--- src/rtl/uart_rx_word.sv ---
// UART receiver: 2-flop synchroniser, 8N1 deserialiser and word packer.
// Bytes are packed first-received-in-MSB so a completed word matches flash
// read order. All strobes are single-cycle; there is no back-pressure.
module uart_rx_word #(
  parameter int DELAY_FRAMES  = 234,
  parameter int MEMORY_LENGTH = 2
) (
  input  logic                       clk,
  input  logic                       reset,
  input  logic                       uart_rx,
  output logic [7:0]                 rxByte,
  output logic                       byteReady,
  output logic [MEMORY_LENGTH*8-1:0] rxData,
  output logic                       dataReady,
  output logic                       frameError
);

  localparam int WORD_W = MEMORY_LENGTH * 8;
  localparam int CNT_W  = (DELAY_FRAMES > 1) ? $clog2(DELAY_FRAMES) : 1;
  localparam int BC_W   = $clog2(MEMORY_LENGTH + 1);

  // Counter values at which a full bit time / half a bit time has elapsed.
  localparam logic [CNT_W-1:0] BIT_LAST   = CNT_W'(DELAY_FRAMES - 1);
  localparam logic [CNT_W-1:0] HALF_LAST  = CNT_W'(DELAY_FRAMES / 2 - 1);
  localparam logic [BC_W-1:0]  WORD_BYTES = BC_W'(MEMORY_LENGTH);
  localparam logic [BC_W-1:0]  BC_ONE     = BC_W'(1);

  localparam logic [2:0] IDLE   = 3'd0;
  localparam logic [2:0] START  = 3'd1;
  localparam logic [2:0] DATA   = 3'd2;
  localparam logic [2:0] STOP   = 3'd3;
  localparam logic [2:0] COMMIT = 3'd4;

  // Append a byte at the least-significant lane, pushing earlier bytes up.
  function automatic logic [WORD_W-1:0] pack_byte(input logic [WORD_W-1:0] word,
                                                  input logic [7:0]        b);
    pack_byte = (word << 8) | WORD_W'(b);
  endfunction

  // Synchroniser and edge-detector history.
  logic              sync1_q;
  logic              sync2_q;
  logic              prev_q;

  // Control state.
  logic [2:0]        state_q,     state_d;
  logic [2:0]        bit_cnt_q,   bit_cnt_d;
  logic [CNT_W-1:0]  cyc_q,       cyc_d;
  logic [BC_W-1:0]   byte_cnt_q,  byte_cnt_d;

  // Datapath state.
  logic [7:0]        shift_q,     shift_d;
  logic [WORD_W-1:0] word_q,      word_d;
  logic [7:0]        rx_byte_q,   rx_byte_d;
  logic [WORD_W-1:0] rx_data_q,   rx_data_d;
  logic              byte_rdy_q,  byte_rdy_d;
  logic              data_rdy_q,  data_rdy_d;
  logic              frame_err_q, frame_err_d;

  logic              bit_elapsed;
  logic              fall_edge;
  logic [WORD_W-1:0] word_next;
  logic [BC_W-1:0]   byte_cnt_inc;

  assign bit_elapsed  = (cyc_q == BIT_LAST);
  // prev_q follows rxSync in every state, so an edge arriving during COMMIT
  // is still seen on the first IDLE cycle; a line held low never re-fires.
  assign fall_edge    = prev_q & ~sync2_q;
  assign word_next    = pack_byte(word_q, shift_q);
  assign byte_cnt_inc = byte_cnt_q + BC_ONE;

  // Bring the asynchronous line into the clock domain; idle level is high.
  always_ff @(posedge clk) begin
    if (reset) begin
      sync1_q <= 1'b1;
      sync2_q <= 1'b1;
      prev_q  <= 1'b1;
    end else begin
      sync1_q <= uart_rx;
      sync2_q <= sync1_q;
      prev_q  <= sync2_q;
    end
  end

  // Next-state logic for the frame FSM, byte shifter and word packer.
  always_comb begin
    state_d     = state_q;
    bit_cnt_d   = bit_cnt_q;
    cyc_d       = cyc_q;
    byte_cnt_d  = byte_cnt_q;
    shift_d     = shift_q;
    word_d      = word_q;
    rx_byte_d   = rx_byte_q;
    rx_data_d   = rx_data_q;
    byte_rdy_d  = 1'b0;
    data_rdy_d  = 1'b0;
    frame_err_d = 1'b0;

    case (state_q)
      IDLE: begin
        cyc_d     = '0;
        bit_cnt_d = '0;
        if (fall_edge) begin
          state_d = START;
        end
      end

      START: begin
        // Re-check the line mid start bit to reject short glitches.
        if (cyc_q == HALF_LAST) begin
          cyc_d   = '0;
          state_d = sync2_q ? IDLE : DATA;
        end else begin
          cyc_d = cyc_q + 1'b1;
        end
      end

      DATA: begin
        if (bit_elapsed) begin
          cyc_d     = '0;
          shift_d   = {sync2_q, shift_q[7:1]};
          bit_cnt_d = bit_cnt_q + 3'd1;
          if (bit_cnt_q == 3'd7) begin
            state_d = STOP;
          end
        end else begin
          cyc_d = cyc_q + 1'b1;
        end
      end

      STOP: begin
        if (bit_elapsed) begin
          cyc_d = '0;
          if (sync2_q) begin
            state_d = COMMIT;
          end else begin
            // Bad stop bit: the whole partial word is suspect, drop it.
            frame_err_d = 1'b1;
            byte_cnt_d  = '0;
            word_d      = '0;
            state_d     = IDLE;
          end
        end else begin
          cyc_d = cyc_q + 1'b1;
        end
      end

      COMMIT: begin
        cyc_d      = '0;
        rx_byte_d  = shift_q;
        byte_rdy_d = 1'b1;
        if (byte_cnt_inc == WORD_BYTES) begin
          rx_data_d  = word_next;
          data_rdy_d = 1'b1;
          byte_cnt_d = '0;
          word_d     = '0;
        end else begin
          word_d     = word_next;
          byte_cnt_d = byte_cnt_inc;
        end
        state_d = IDLE;
      end

      default: begin
        cyc_d   = '0;
        state_d = IDLE;
      end
    endcase
  end

  // Register FSM, datapath and output state; reset discards any partial frame.
  always_ff @(posedge clk) begin
    if (reset) begin
      state_q     <= IDLE;
      bit_cnt_q   <= '0;
      cyc_q       <= '0;
      byte_cnt_q  <= '0;
      shift_q     <= '0;
      word_q      <= '0;
      rx_byte_q   <= '0;
      rx_data_q   <= '0;
      byte_rdy_q  <= 1'b0;
      data_rdy_q  <= 1'b0;
      frame_err_q <= 1'b0;
    end else begin
      state_q     <= state_d;
      bit_cnt_q   <= bit_cnt_d;
      cyc_q       <= cyc_d;
      byte_cnt_q  <= byte_cnt_d;
      shift_q     <= shift_d;
      word_q      <= word_d;
      rx_byte_q   <= rx_byte_d;
      rx_data_q   <= rx_data_d;
      byte_rdy_q  <= byte_rdy_d;
      data_rdy_q  <= data_rdy_d;
      frame_err_q <= frame_err_d;
    end
  end

  assign rxByte     = rx_byte_q;
  assign byteReady  = byte_rdy_q;
  assign rxData     = rx_data_q;
  assign dataReady  = data_rdy_q;
  assign frameError = frame_err_q;

endmodule

--- config.mk ---
export PLATFORM = sky130hd
export DESIGN_NAME = uart_rx_word
export DESIGN_NICKNAME = d
export VERILOG_FILES = /design/src/rtl/uart_rx_word.sv
export SDC_FILE = /design/constraint.sdc
export NUM_CORES = 1
export LEC_CHECK = 0
export BUFFER_PORTS_ARGS = -buffer_cell sky130_fd_sc_hd__buf_2
export CAP_MARGIN = 20
export CELL_PAD_IN_SITES_DETAIL_PLACEMENT = 0
export CELL_PAD_IN_SITES_GLOBAL_PLACEMENT = 1
export CORE_ASPECT_RATIO = 1.75
export CORE_MARGIN = 2
export CORE_UTILIZATION = 43
export CTS_CLUSTER_SIZE = 20
export DETAILED_ROUTE_END_ITERATION = 6
export PLACE_DENSITY = 0.85
export RECOVER_POWER = 100
export SLEW_MARGIN = 20
export SYNTH_ARGS = -nofsm -noshare
export SYNTH_HDL_FRONTEND = slang
export SYNTH_SLANG_ARGS = --single-unit
--- constraint.sdc ---
create_clock -name clk -period 2.21 [get_ports clk]
set_input_delay 0.1105 -clock clk [delete_from_list [all_inputs] [get_ports clk]]
set_output_delay 0.1105 -clock clk [all_outputs]
set_load 0.01 [all_outputs]
# Word level (Yosys, flattened, before mapping)
# Cells that the tools add are included.
# W data, S select, Z words.
[classes] reduce_logical=11 add_sub_neg=3 eq_ne=14 mux=24 bitwise=6
[ops] operator="$mux W8" n=5
[ops] operator="$pmux W8 S2" n=2
[ops] operator="$mux W3" n=7
[ops] operator="$or A16 B8 Y16" n=1
[ops] operator="$ne A2 B2 Y1 const B" n=6
[ops] operator="$pmux W3 S4" n=1
[ops] operator="$add A8 B1 Y8 const B" n=1
[ops] operator="$eq A8 B7 Y1 const B" n=1
[ops] operator="$eq A8 B8 Y1 const B" n=1
[ops] operator="$mux W2" n=4
[ops] operator="$eq A3 B2 Y1 const B" n=2
[ops] operator="$eq A3 B3 Y1 const B" n=2
[ops] operator="$pmux W3 S2" n=1
[ops] operator="$reduce_and A2 Y1" n=3
[ops] operator="$reduce_and A5 Y1" n=1
[ops] operator="$not A1 Y1" n=4
[ops] operator="$pmux W2 S2" n=1
[ops] operator="$reduce_bool A2 Y1" n=2
[ops] operator="$reduce_or A2 Y1" n=2
[ops] operator="$add A3 B1 Y3 const B" n=1
[ops] operator="$eq A3 B1 Y1 const B" n=1
[ops] operator="$logic_not A3 Y1" n=1
[ops] operator="$mux W1" n=3
[ops] operator="$reduce_and A3 Y1" n=1
[ops] operator="other kinds (4)" n=4
[word_totals] output_inout_bits=27 wordCells=72 in_bits=3 register_bits=62

# Logic depth before layout (Yosys ltp)
# Gate-level depths: netlist of run 1.
[depth] ltp_word=4 mapped_depth=7 depth_no_buf=6

# Worst setup path after synthesis of run 1
# OpenSTA, ideal clock, no wires.
[synth_path] path_kind="flip-flop to flip-flop" start="register cyc_q[2]" end="register shift_q[0]" synth_period_minus_slack_ns=1.698 setup_time_ns=0.114 arrival_time_ns=1.583 required_time_ns=2.096 path_stages_with_launch=6 n_path_buf=1 path_slack_ns=0.512 cell_sequence="dfxtp_1 > or3b_4 > nor4_4 > buf_6 > mux2i_1 > nor2_1"
[synth_between] elab_chain_len=2
[synth_rtl] element="start, declared" line_no="48" rtl="logic [CNT_W-1:0] cyc_q, cyc_d;"
[synth_rtl] element="start signal, assigned" line_no="188" rtl="cyc_q <= cyc_d;"
[synth_rtl] element="$eq A8 B8 Y1" line_no="65" rtl="assign bit_elapsed = (cyc_q == BIT_LAST);"
[synth_rtl] element="$reduce_and A2 Y1 (no source line)"
[synth_rtl] element="end signal, assigned" line_no="190" rtl="shift_q <= shift_d;"
[synth_rtl] element="end, declared" line_no="52" rtl="logic [7:0] shift_q, shift_d;"
# Every way passes these cells.
# A chain may end at the register's enable or synchronous reset.

# Worst setup path after layout of run 1
[layout_path] start="register state_q[0]" end="register word_q[1]"
[layout_between] elab_chain_len=3 word_cells_on_any_way=7 cone_classes="eq/ne: 4; mux: 1; reduce/logical: 2"
[layout_rtl] element="start, declared" line_no="46" rtl="logic [2:0] state_q, state_d;"
[layout_rtl] element="start signal, assigned" line_no="186" rtl="state_q <= state_d;"
[layout_rtl] element="$eq A3 B2 Y1 / $eq A3 B3 Y1 (equally long branches)" line_no="99" rtl="case (state_q)"
[layout_rtl] element="$ne A2 B2 Y1 (no source line) / $reduce_bool A2 Y1 (equally long branches)"
[layout_rtl] element="$reduce_and A3 Y1 (no source line)"
[layout_rtl] element="end signal, assigned" line_no="191" rtl="word_q <= word_d;"
[layout_rtl] element="end, declared" line_no="53" rtl="logic [WORD_W-1:0] word_q, word_d;"
# Several ways; a longest one is shown, not always the timed one.

==> results.yml, run 1 <==
pwr:
  p_leak_nw: 0.9212
  power.density_nw_per_um2: 845.6
  peakVddDrop_mv: 0.4456
detailed_routing:
  first_pass_iters: 4
  route.detailed.drc: 0
  num_vias: 1796
  avgRoutedWirePerCell_um: 13.23
  viasPerCell: 5.131
  antenna_left: 0
  wl_um: 4631
  drt_first_iter_violations: 54
worst_setup_path:
  cp-start-kind: "register"
  arrival_ns: 2.10
  crit_fanout: 11
  end_kind: "register"
  critPathRequiredTime_ns: 2.44
  critPathKind: "reg -> reg"
floorplan:
  rows: 35
  dieArea_um2: 6095
  io_pins: 30
  initial_core_util_pct: 44.71
  die_h_um: 101.8
  coreArea_um2: 5255
  die_w_um: 59.88
placement:
  place.gp.congestion: 0.8053
  post-place-ws_ns: 0.4715
  dp_hpwl_um: 3173
  io_buffers: 29
grt:
  grtUsageMet3_pct: 4.981
  grt_use_met1_pct: 19.76
  grt_use_total_pct: 17.45
  gr-total-overflow: 0
  top_usage_layer: "met2"
  grt_max_degree: 26
  use_met2_pct: 29.18
  grt_pass1_wl_um: 7907
  antenna_found_initial: 0
  grt_pass1_vias: 1692
cts:
  cts.sinks: 62
  cts.reportedPaths.clkPinSlew_ns: 0.06
  clk_latency_ns: 0.34
  cts_tree: "done"
  cts_setup_buffers: 0
  cts-hold-fix-buffers: 1
  cts_max_path_buffers: 2
  htree_levels: 3
  cts_buffers: 9
  cts-resized-gates: 0
  root_buffer: "clkbuf_8"
yosys:
  ys_warn_count: 0
  ys_ff_latch: 62
  synth_edf_count: 0
  ys.flop_type: "dfxtp_1"
  ys_seq_area_share_pct: 52.82
  netlist_top_cells_area: "dfxtp_1 53%, nand2_1 9.1%, a21oi_1 5.1%, nor2_1 4.6%, mux2i_1 3.4%"
  synth_top_area_share_pct: 52.82
  ys_types: 40
  synth.avg_cell_area_um2: 9.108
  yosysTopAreaCell: "dfxtp_1"
  async_reset_ff_share_pct: 0
  postSynthCellCount: 258
  synth_fp_nets: 266
  syn_area_um2: 2350
cells_and_area:
  antennaDiodeCount: 0
  drive_gt1_share_pct: 8.814
  area_delta_synth_final_pct: 15.23
  fin_nets: 298
sta:
  setup_violations: 0
  slew_headroom_pct: 27.54
  rsz0062_at_grt: "false"
  period_share_pct: 84.85
  layout_min_cycle_time_ns: 1.875
  hold_violations: 0
  setup_tns_ns: 0
  finalMaxSlewViolations: 0
  fin_ws_ns: 0.3347
  worst_slew_pin_slew_ns: 1.087
  skew_ns: 0.006495
  fmax_mhz: 533.3
job:
  cap_violations: 0
worst_hold_path:
  hp-class: "reg -> reg"
outcome:
  status: "complete, no violations"
-- per-stage QoR --
stage,utilization (%),power [mW],hold WS [ns],area (um2),instances
final,51.52,2.290,0.4152,2708,350
after global routing,51.52,2.369,0.4431,2708,350
after CTS,52.38,2.319,0.1888,2753,350
after detailed placement,47.76,1.187,0.3004,2510,333
after global placement,47.76,1.188,0.2992,2510,333
after floorplan,-,1.182,0.2143,2350,258
-- logic make-up (layout without fill, tap and decap cells) --
family                   after synthesis  in the layout  share of synthesized area [%]
AO/OA/AOI/OAI                         48             48                          13.10
XOR/XNOR                               6              6                          2.236
adder cells (fa/ha/maj)                5              5                          2.662
buffers and inverters                 18             55                          4.526
flip-flops                            62             62                          52.82
multiplexers                           8              8                          3.408
AND/OR/NAND/NOR                      111            111                          21.25
-- final timing paths --
check	end	slack, ns	cells past startpoint	start
max	word_q[1]$_SDFFE_PP0P_	0.33	6	state_q[0]$_SDFFE_PP0P_
min	sync2_q$_SDFF_PP1_	0.42	1	sync1_q$_SDFF_PP1_
max reg2reg	word_q[1]$_SDFFE_PP0P_	0.33	6	state_q[0]$_SDFFE_PP0P_
min reg2reg	sync2_q$_SDFF_PP1_	0.42	1	sync1_q$_SDFF_PP1_
-- cell usage after synthesis, types with 3 or more instances --
cell type	n
a21oi_1	24
a22o_1	8
buf_6	4
clkbuf_1	7
dfxtp_1	62
ha_1	5
inv_1	4
mux2i_1	8
nand2_1	57
nand3_1	4
nor2_1	29
nor3_1	5
o21ai_0	6
or2_2	3
xnor2_1	4
-- critical path, stage by stage (launching register included) --
cell      delay, ns
dfxtp_1        0.57
nor2_1         0.12
nand2_1        0.09
clkbuf_1       0.40
nor3_1         0.09
clkbuf_1       0.24
a22o_1         0.27
-- power by group --
group | total [mW] | switching (mW) | internal [mW]
logic | 0.0353 | 0.0242 | 0.0112
clock network | 1.13 | 0.431 | 0.696
registers | 1.13 | 0.00663 | 1.12
-- state kept, by name, indices dropped and copies added (netlist names), 2 cells and up --
name	flops
rxByte	8
byte_cnt_q	2
rxData	16
word_q	8
state_q	3
bit_cnt_q	3
shift_q	8
cyc_q	8
-- cell type report --
cell class / count / area (um2)
tap: 55 / 68.82
clock inverter: 5 / 81.33
fill: 529 / 2547
clock buffer: 11 / 151.4
sequential: 62 / 1241
timing repair buffer: 35 / 147.6
multi-input combinational: 178 / 1002
inverter: 4 / 15.01
-- per-layer routing --
| metal | wire length (um) | vias to the layer above |
|---|---|---|
| met5 | 0 | - |
| met4 | 94 | 0 |
| met3 | 161 | 8 |
| met2 | 2401 | 36 |
| met1 | 1973 | 820 |
| li1 | - | 932 |
-- layout by cell type, fill, tap and decap left out, drive strengths merged, types with 3 or more instances in the layout --
| cell type | netlist | layout |
|---|---|---|
| dfxtp | 62 | 62 |
| nand2 | 57 | 57 |
| clkbuf | 8 | 42 |
| nor2 | 29 | 29 |
| a21oi | 24 | 24 |
| mux2i | 8 | 8 |
| a22o | 8 | 8 |
| o21ai | 6 | 6 |
| nor3 | 5 | 5 |
| ha | 5 | 5 |
| inv | 4 | 4 |
| nand3 | 4 | 4 |
| xnor2 | 4 | 4 |
| or2 | 3 | 3 |
| buf | 6 | 3 |
Note: power is estimated with default switching activity, not from simulation.
==> run 2: changes to the inputs <==
Settings changed: CORE_UTILIZATION 43 to 39, PLACE_DENSITY 0.85 to 0.81.
Clock period 2.21 ns to 1.7 ns, I/O delays scaled along.
==> run 2 against run 1 <==
  * Clock-buffer cell count is the same
  * Fmax increased by 17%
  * Core utilization fell by 2.2 points
  * Register-to-register slack worse by 0.23 ns
  * Global-route usage shrank 2.5 points
  * Via count up 3.3%
  * Final area rose by 6.3%
  * Sequential power grew 29%
  * Critical path depth up 1
  * Clock skew about the same
  * First-iteration DRC count rose by 19%
  * Critical endpoint unchanged
  * Highest routed layer unchanged
==> results.yml, run 2 (synthesized netlist as in run 1, its figures left out) <==
placement:
  io_buffers: 29
  place.gp.congestion: 0.7872
  dp.cells: 368
  dp_hpwl_um: 3390
grt:
  grt_max_degree: 25
  antenna_found_initial: 0
  grt_pass1_vias: 1706
  grt_use_total_pct: 14.98
  gr-total-overflow: 0
  grt_pass1_wl_um: 7803
worst_setup_path:
  cp-start-kind: "register"
  end_kind: "register"
  crit_fanout: 10
  critPathKind: "reg -> reg"
  critPathRequiredTime_ns: 1.97
  arrival_ns: 1.87
floorplan:
  die_w_um: 62.68
  dieArea_um2: 6686
  coreArea_um2: 5833
  die_h_um: 106.7
  rows: 37
  initial_core_util_pct: 40.28
  io_pins: 30
detailed_routing:
  viasPerCell: 4.747
  route.detailed.drc: 0
  wl_um: 4701
  num_vias: 1856
  antenna_left: 0
  drt_first_iter_violations: 64
  avgRoutedWirePerCell_um: 12.02
  first_pass_iters: 4
cells_and_area:
  nFillCells: 588
  largest_reg_flops: 16
  layout_commonest_cell: "dfxtp_1"
  area_delta_synth_final_pct: 22.47
  antennaDiodeCount: 0
  fin_util_pct: 49.34
  stdcell_count: 391
  multi_input_area_um2: 1015
  seq_area_um2: 1242
  fin_nets: 316
  drive_gt1_share_pct: 15.65
  layout_common_cells: "61 x dfxtp_1, 57 x nand2_1, 30 x clkbuf_1"
cts:
  cts.sinks: 62
  cts.reportedPaths.clkPinSlew_ns: 0.07
  root_buffer: "clkbuf_8"
  cts_max_path_buffers: 2
  cts_tree: "done"
  cts_buffers: 9
  htree_levels: 3
  clk_latency_ns: 0.33
pwr:
  p_leak_nw: 1.001
  peakVddDrop_mv: 0.5966
  power.density_nw_per_um2: 984.4
  p_total_mw: 2.833
sta:
  period_share_pct: 94.10
  fmax_mhz: 625.1
  slew_headroom_pct: 66.34
  skew_ns: 0.006935
  finalMaxSlewViolations: 0
  worst_slew_pin_slew_ns: 0.5021
  setup_violations: 0
  hold_violations: 0
  layout_min_cycle_time_ns: 1.600
  setup_tns_ns: 0
  hold_ws_ns: 0.2389
worst_hold_path:
  hp-class: "in -> reg"
job:
  cap_violations: 0
outcome:
  status: "complete, no violations"
run 2: layer usage:
metal	vias up	track usage, %	wire length (um)
li1	966	-	-
met1	851	15.79	1930
met2	33	27.19	2507
met3	6	4.407	192
met4	0	6.667	71
met5	-	0	0
run 2: where the power goes:
group	leakage, nW	internal (mW)	switching [mW]
clock network	0.0976	0.753	0.558
logic	0.404	0.0225	0.0356
registers	0.500	1.46	0.00605
run 2: cell type report:
cell class | count | area share (%)
Clock buffer | 11 | 5.261
Clock inverter | 5 | 2.000
Inverter | 4 | 0.5217
Multi-Input combinational cell | 178 | 35.26
Sequential cell | 62 | 43.17
Tap cell | 78 | 3.391
Timing Repair Buffer | 53 | 10.39
run 2: critical path, cell delays in order, from the launching register on:
cell,delay [ns]
dfxtp_1,0.45
clkbuf_1,0.20
nor3b_1,0.07
buf_4,0.16
clkbuf_4,0.13
a211oi_2,0.18
buf_4,0.20
a22o_1,0.14
run 2: path summary, 6_finish.rpt:
kind | startpoint | cells after the start | slack [ns] | endpoint
setup / recovery | state_q[1]$_SDFFE_PP0P_ | 7 | 0.10 | word_q[1]$_SDFFE_PP0P_
setup reg to reg | state_q[1]$_SDFFE_PP0P_ | 7 | 0.10 | word_q[1]$_SDFFE_PP0P_
hold / removal | reset | 3 | 0.24 | dataReady$_SDFF_PP0_
hold reg to reg | sync1_q$_SDFF_PP1_ | 1 | 0.41 | sync2_q$_SDFF_PP1_
run 2: timing repair:
| item | 4_1_cts | 5_1_grt |
|---|---|---|
| setup buffers | 0 | 6 |
| gates resized for setup | 0 | 7 |
| endpoints found under the setup margin | 0 | 19 |
| hold buffers | 1 | 0 |
| endpoints found under the hold margin | 1 | 0 |
run 2: through the flow:
stage	setup slack (ns)	cell area [um2]
floorplan	0.002403	2350
global placement	0.06608	2641
detailed placement	0.03305	2641
CTS	0.009535	2860
global route	-0.007405	2878
finish	0.1003	2878
